**src/rtl/instruction_prefetch_buffer.sv**
```systemverilog
// -----------------------------------------------------------------------------
// instruction_prefetch_buffer
//
// Fetch stage front end. Keeps the fetch PC, issues one request at a time to
// instruction memory and queues returned words (with their PC) in a small
// FIFO. The decode side sees the head entry through a valid/ready handshake.
// A redirect flushes the queue and any in-flight fetch and restarts fetching
// at the (word-aligned) target.
//
// Optional build macro: PREFETCH_STATS_EN adds FetchCount / FlushCount.
//
// Ports:
//   Clk, Reset            rising-edge clock, asynchronous active-high reset
//   IMemReq, IMemAddr     registered one-cycle request pulse and its address
//   IMemValid, IMemData   memory response strobe and instruction word
//   Redirect,
//   RedirectTarget        flush-and-restart request and new fetch PC
//   Instruction, InstrPC,
//   InstrValid            registered head-of-queue entry (zero when empty)
//   InstrReady            consumer accepts the head entry this cycle
//   FetchCount,
//   FlushCount            (PREFETCH_STATS_EN only) saturating event counters
// -----------------------------------------------------------------------------

// Checker: the issue rule must keep the queue from being written while full.
module instruction_prefetch_buffer_chk #(
  parameter int unsigned DEPTH = 4,
  parameter int unsigned CW    = 3
) (
  input logic          Clk,
  input logic          Reset,
  input logic          push,
  input logic [CW-1:0] count
);
  localparam logic [CW-1:0] FULL = CW'(DEPTH);

  a_no_overflow: assert property (@(posedge Clk) disable iff (Reset) !(push && (count == FULL)));
endmodule

module instruction_prefetch_buffer #(
  parameter int unsigned DEPTH    = 4,
  parameter logic [31:0] RESET_PC = 32'h0
) (
  input  logic        Clk,
  input  logic        Reset,
  output logic        IMemReq,
  output logic [31:0] IMemAddr,
  input  logic        IMemValid,
  input  logic [31:0] IMemData,
  input  logic        Redirect,
  input  logic [31:0] RedirectTarget,
  output logic [31:0] Instruction,
  output logic [31:0] InstrPC,
  output logic        InstrValid,
  input  logic        InstrReady
`ifdef PREFETCH_STATS_EN
  ,
  output logic [15:0] FetchCount,
  output logic [15:0] FlushCount
`endif
);

  localparam int unsigned AW = $clog2(DEPTH);
  localparam int unsigned CW = AW + 1;
  localparam logic [CW-1:0] DEPTH_C = CW'(DEPTH);

  typedef enum logic [1:0] {
    S_IDLE = 2'd0,
    S_WAIT = 2'd1,
    S_DROP = 2'd2
  } state_e;

  state_e         state_q, state_d;
  logic [31:0]    fetch_pc_q, fetch_pc_d;
  logic           req_q, req_d;
  logic [31:0]    req_addr_q, req_addr_d;
  logic [63:0]    mem_q [DEPTH];
  logic [63:0]    mem_d [DEPTH];
  logic [AW-1:0]  rd_ptr_q, rd_ptr_d, wr_ptr_q, wr_ptr_d;
  logic [CW-1:0]  count_q, count_d, count_after_pop_s;
  logic [31:0]    instr_q, instr_d, instr_pc_q, instr_pc_d;
  logic           valid_q, valid_d;
  logic           push_s, pop_s;
  logic [31:0]    target_s;

  // Fetch FSM: decides when to issue, where fetch PC goes, and whether a response is queued.
  always_comb begin
    state_d    = state_q;
    fetch_pc_d = fetch_pc_q;
    req_d      = 1'b0;
    req_addr_d = 32'h0;
    push_s     = 1'b0;
    pop_s      = valid_q & InstrReady;
    target_s   = RedirectTarget & 32'hFFFF_FFFC;
    // A slot freed by this cycle's pop may be refilled immediately.
    count_after_pop_s = count_q - CW'(pop_s);
    case (state_q)
      S_IDLE: begin
        if (Redirect) begin
          fetch_pc_d = target_s;
          state_d    = S_IDLE;
        end else if (count_after_pop_s < DEPTH_C) begin
          req_d      = 1'b1;
          req_addr_d = fetch_pc_q;
          state_d    = S_WAIT;
        end else begin
          state_d    = S_IDLE;
        end
      end
      S_WAIT: begin
        if (Redirect) begin
          // A response arriving with the redirect is dropped; otherwise it is still owed.
          fetch_pc_d = target_s;
          state_d    = IMemValid ? S_IDLE : S_DROP;
        end else if (IMemValid) begin
          push_s     = 1'b1;
          fetch_pc_d = fetch_pc_q + 32'd4;
          state_d    = S_IDLE;
        end else begin
          state_d    = S_WAIT;
        end
      end
      S_DROP: begin
        if (Redirect) begin
          // If the stale response lands in the same cycle it is consumed here,
          // so nothing is left outstanding and waiting on would never end.
          fetch_pc_d = target_s;
          state_d    = IMemValid ? S_IDLE : S_DROP;
        end else if (IMemValid) begin
          state_d    = S_IDLE;
        end else begin
          state_d    = S_DROP;
        end
      end
      default: begin
        state_d    = S_IDLE;
      end
    endcase
  end

  // Queue update and next head entry; redirect overrides any push or pop.
  always_comb begin
    mem_d    = mem_q;
    rd_ptr_d = rd_ptr_q;
    wr_ptr_d = wr_ptr_q;
    count_d  = count_q;
    if (Redirect) begin
      rd_ptr_d = {AW{1'b0}};
      wr_ptr_d = {AW{1'b0}};
      count_d  = {CW{1'b0}};
    end else begin
      if (push_s) begin
        mem_d[wr_ptr_q] = {fetch_pc_q, IMemData};
        wr_ptr_d        = wr_ptr_q + AW'(1);
      end else begin
        wr_ptr_d        = wr_ptr_q;
      end
      if (pop_s) begin
        rd_ptr_d = rd_ptr_q + AW'(1);
      end else begin
        rd_ptr_d = rd_ptr_q;
      end
      count_d = count_q + CW'(push_s) - CW'(pop_s);
    end
    // Head outputs are registered from the post-update queue, so empty shows zeros.
    if (count_d != {CW{1'b0}}) begin
      {instr_pc_d, instr_d} = mem_d[rd_ptr_d];
      valid_d               = 1'b1;
    end else begin
      instr_pc_d = 32'h0;
      instr_d    = 32'h0;
      valid_d    = 1'b0;
    end
  end

  // State, queue and output registers.
  always_ff @(posedge Clk or posedge Reset) begin
    if (Reset) begin
      state_q    <= S_IDLE;
      fetch_pc_q <= RESET_PC;
      req_q      <= 1'b0;
      req_addr_q <= 32'h0;
      rd_ptr_q   <= {AW{1'b0}};
      wr_ptr_q   <= {AW{1'b0}};
      count_q    <= {CW{1'b0}};
      instr_q    <= 32'h0;
      instr_pc_q <= 32'h0;
      valid_q    <= 1'b0;
      for (int unsigned i = 0; i < DEPTH; i++) begin
        mem_q[i] <= 64'h0;
      end
    end else begin
      state_q    <= state_d;
      fetch_pc_q <= fetch_pc_d;
      req_q      <= req_d;
      req_addr_q <= req_addr_d;
      rd_ptr_q   <= rd_ptr_d;
      wr_ptr_q   <= wr_ptr_d;
      count_q    <= count_d;
      instr_q    <= instr_d;
      instr_pc_q <= instr_pc_d;
      valid_q    <= valid_d;
      mem_q      <= mem_d;
    end
  end

  assign IMemReq     = req_q;
  assign IMemAddr    = req_addr_q;
  assign Instruction = instr_q;
  assign InstrPC     = instr_pc_q;
  assign InstrValid  = valid_q;

`ifdef PREFETCH_STATS_EN
  logic [15:0] fetch_count_q, fetch_count_d, flush_count_q, flush_count_d;

  // Saturating counters: queued responses and redirect cycles.
  always_comb begin
    if (push_s && (fetch_count_q != 16'hFFFF)) begin
      fetch_count_d = fetch_count_q + 16'd1;
    end else begin
      fetch_count_d = fetch_count_q;
    end
    if (Redirect && (flush_count_q != 16'hFFFF)) begin
      flush_count_d = flush_count_q + 16'd1;
    end else begin
      flush_count_d = flush_count_q;
    end
  end

  // Counter registers.
  always_ff @(posedge Clk or posedge Reset) begin
    if (Reset) begin
      fetch_count_q <= 16'h0;
      flush_count_q <= 16'h0;
    end else begin
      fetch_count_q <= fetch_count_d;
      flush_count_q <= flush_count_d;
    end
  end

  assign FetchCount = fetch_count_q;
  assign FlushCount = flush_count_q;
`endif

  instruction_prefetch_buffer_chk #(
    .DEPTH(DEPTH),
    .CW   (CW)
  ) u_chk (
    .Clk  (Clk),
    .Reset(Reset),
    .push (push_s),
    .count(count_q)
  );

endmodule

```
**config.mk**
```make
export PLATFORM = sky130hd
export DESIGN_NAME = instruction_prefetch_buffer
export DESIGN_NICKNAME = d
export VERILOG_FILES = /design/src/rtl/instruction_prefetch_buffer.sv
export SDC_FILE = /design/constraint.sdc
export NUM_CORES = 1
export LEC_CHECK = 0
export CELL_PAD_IN_SITES_DETAIL_PLACEMENT = 0
export CELL_PAD_IN_SITES_GLOBAL_PLACEMENT = 1
export CORE_MARGIN = 5
export CORE_UTILIZATION = 47
export CTS_CLUSTER_DIAMETER = 30
export DETAILED_ROUTE_END_ITERATION = 10
export GPL_ROUTABILITY_DRIVEN = 0
export PLACE_DENSITY = 0.79
export SLEW_MARGIN = 20
export SYNTH_ARGS = -nofsm -noshare
export SYNTH_HDL_FRONTEND = slang
export SYNTH_SLANG_ARGS = --single-unit
```
**constraint.sdc**
```tcl
create_clock -name Clk -period 16 [get_ports Clk]
set_input_delay 1.6 -clock Clk [delete_from_list [all_inputs] [get_ports Clk]]
set_output_delay 1.6 -clock Clk [all_outputs]
set_load 0.05 [all_outputs]
```
==> flow_summary.toml <==
[cts]
clkSinkCount = 392
clockRootBuffer = "clkbuf_16"
cts_buffers = 94
h-tree-depth = 3
clk_path_buf_depth = 3
tritoncts = "yes"
postCtsHoldBufs = 0
cts_setup_buffers = 0
post_cts_resized = 0
clk_latency_ps = 600
path_clk_slew_ps = 40

[timing]
fmax_ghz = 0.157
final_hold_viol_count = 0
setup_viol = 0
maxSlewHeadroom_pct = 29.4
fin_ws_ps = 9610
fin_skew_ps = 19.7
rsz0062_at_grt = "false"
worst_pin_slew_ps = 1060
tns_ps = 0
worst_hold_slack_ps = 462
maxSlewViolCount = 0
finalCritPeriodShare_pct = 39.9
post-route-min-period_ps = 6390

[logic_synthesis]
synth-seq-cells = 392
syn_area_mm2 = 0.0179
synth.most_common_cell = "dfrtp_1"
synthDistinctLibCells = 62
synth_edf_count = 0
ys.flop_type = "dfrtp_1"
syn_avg_cell_area_um2 = 11.9
netlist.area_leader.share_pct = 54.9
synth_largest_area_cell = "dfrtp_1"
synth.net_count = 1574
async_flop_share_pct = 100
synth.area.top_cells = "dfrtp_1, mux2_2, o2111a_1"
synth_common_cells = "dfrtp_1, nand2_1, mux2_2"
ys_warn_count = 0
synth_cells = 1497
synth_seq_area_share_pct = 54.9

[grt]
gr-usage-all-layers_pct = 23.0
grt_antenna_before_repair = 1
grt_pass1_vias = 13939
grt-ovfl-total = 0
grt_max_degree = 109
grt_pass1_wl_um = 77300

[power_and_ir_drop]
power.leakage_nw = 11.9
power_density_mw_per_mm2 = 213
vdd_drop_max_uv = 105

[routing]
remaining_drc_errors = 0
vias = 12995
via_per_inst = 5.86
drtIter0Drc = 799
dr.pass1.iters = 5
drt-total-wl_um = 48000
avgRoutedWirePerCell_um = 21.6
antenna_left = 0

[critical_path]
critical_path_peak_fanout = 91
start_kind = "primary input"
crit_type = "in2reg"
cp_data_arrival_time_ps = 6890
crit_required_ps = 16510
worstSetupEndpointType = "register"

[placement]
dp.cells = 2045
port_buffers = 164
pre_cts_ws_ps = 9040
hpwl_um = 26400

[floorplanning]
dieArea_mm2 = 0.0420
core_area_mm2 = 0.0376
die_x_um = 205
io_pins = 167
initial_core_util_pct = 47.6
rows = 71
die_h_um = 205

[job]
cap_violations = 0

[layout]
areaGrowthSynthToFinish_pct = 28.9
drive_gt1_share_pct = 19.4
finalNetCount = 1708
instances_no_fill = 2219
nFillCells = 2956
utilization_pct = 61.4

[worst_hold_path]
hold_path_class = "reg2reg"

[run_status]
status = "completed"
[critical path, stage by stage]
cell	delay, ps
clkdlybuf4s50_1	900
and4bb_4	520
buf_4	780
inv_1	240
ha_1	350
inv_1	60
ha_1	130
inv_1	50
fa_1	400
xor2_1	170
xnor2_1	160
a21o_1	200
inv_2	90
buf_4	740
o2111a_1	310
or2_1	140
[flip-flops by register name (all words and copies together) (netlist names)]
name	flops
state_q	2
Instruction	32
rd_ptr_q	2
IMemReq	1
count_q	3
InstrPC	32
IMemAddr	31
mem_q	256
fetch_pc_q	30
wr_ptr_q	2
InstrValid	1
[per-stage QoR]
step	total power, mW	area [um2]
after floorplan	2.48	17900
after global placement	2.93	19700
after detailed placement	2.96	19700
after CTS	4.95	23000
after global routing	5.14	23100
final	4.92	23100
[cell usage in the layout, fill, tap and decap left out, types with 8 or more instances in the layout]
master and count:
nor2_1 22, mux2_4 30, or3_1 26, bufinv_16 15, mux2_2 106, mux2_1 8
mux2i_1 27, clkbuf_16 96, a21oi_1 32, or2_1 39, and3_1 88, clkbuf_1 17
and2_1 44, nor3_1 8, o22ai_1 33, clkbuf_8 13, dfrtp_1 392, nand3_1 20
buf_4 18, clkinv_2 14, o21ai_0 18, o221ai_1 22, o2111a_1 77, a211o_1 77
a21o_1 80, clkdlybuf4s50_1 164, nand2_1 109
[worst paths after layout]
kind,startpoint,endpoint,slack (ps),cells past startpoint
worst max-delay path,Redirect,InstrPC[15],9610,16
worst min-delay path,mem_q[198],mem_q[198],460,2
worst max register to register,state_q[1],InstrPC[15],11220,15
worst min register to register,mem_q[198],mem_q[198],460,2
max in group asynchronous,Reset,mem_q[198],12160,4
min in group asynchronous,Reset,IMemAddr[16],1500,2
[area by class of cell]
type	instances	area [um2]	area share (%)
Multi-Input combinational cell	949	7440	32.3
Tap cell	511	639	2.77
Clock inverter	46	669	2.90
Sequential cell	392	9810	42.5
Clock buffer	126	2650	11.5
Timing Repair Buffer	183	1800	7.79
Inverter	11	51.3	0.223
Antenna cell	1	2.50	0.0109
[power by group]
group	internal [mW]	total [mW]	switching, mW	leakage [nW]
logic	0.575	1.45	0.871	5.09
registers	1.29	1.50	0.210	5.19
clock network	1.39	1.97	0.579	1.61
[kinds of logic (layout without fill, tap and decap cells)]
| logic type | Yosys count | count (layout) | synth area share (%) |
|---|---|---|---|
| buf+inv | 156 | 366 | 3.89 |
| flops | 392 | 392 | 54.9 |
| xor+xnor | 4 | 4 | 0.196 |
| mux | 175 | 175 | 11.6 |
| compound gates | 370 | 370 | 17.0 |
| fa+ha+maj | 8 | 8 | 0.602 |
| other cells | 1 | 2 | 0.0210 |
| simple gates | 391 | 391 | 11.8 |
[routing by layer]
layer / global-route usage, % / part of all wire (%)
met5: 0 / 0
met3: 5.13 / 6.5
met1: 30.6 / 43
met2: 37.6 / 48
met4: 7.68 / 2.1
Note: power is estimated with default switching activity, not from simulation.
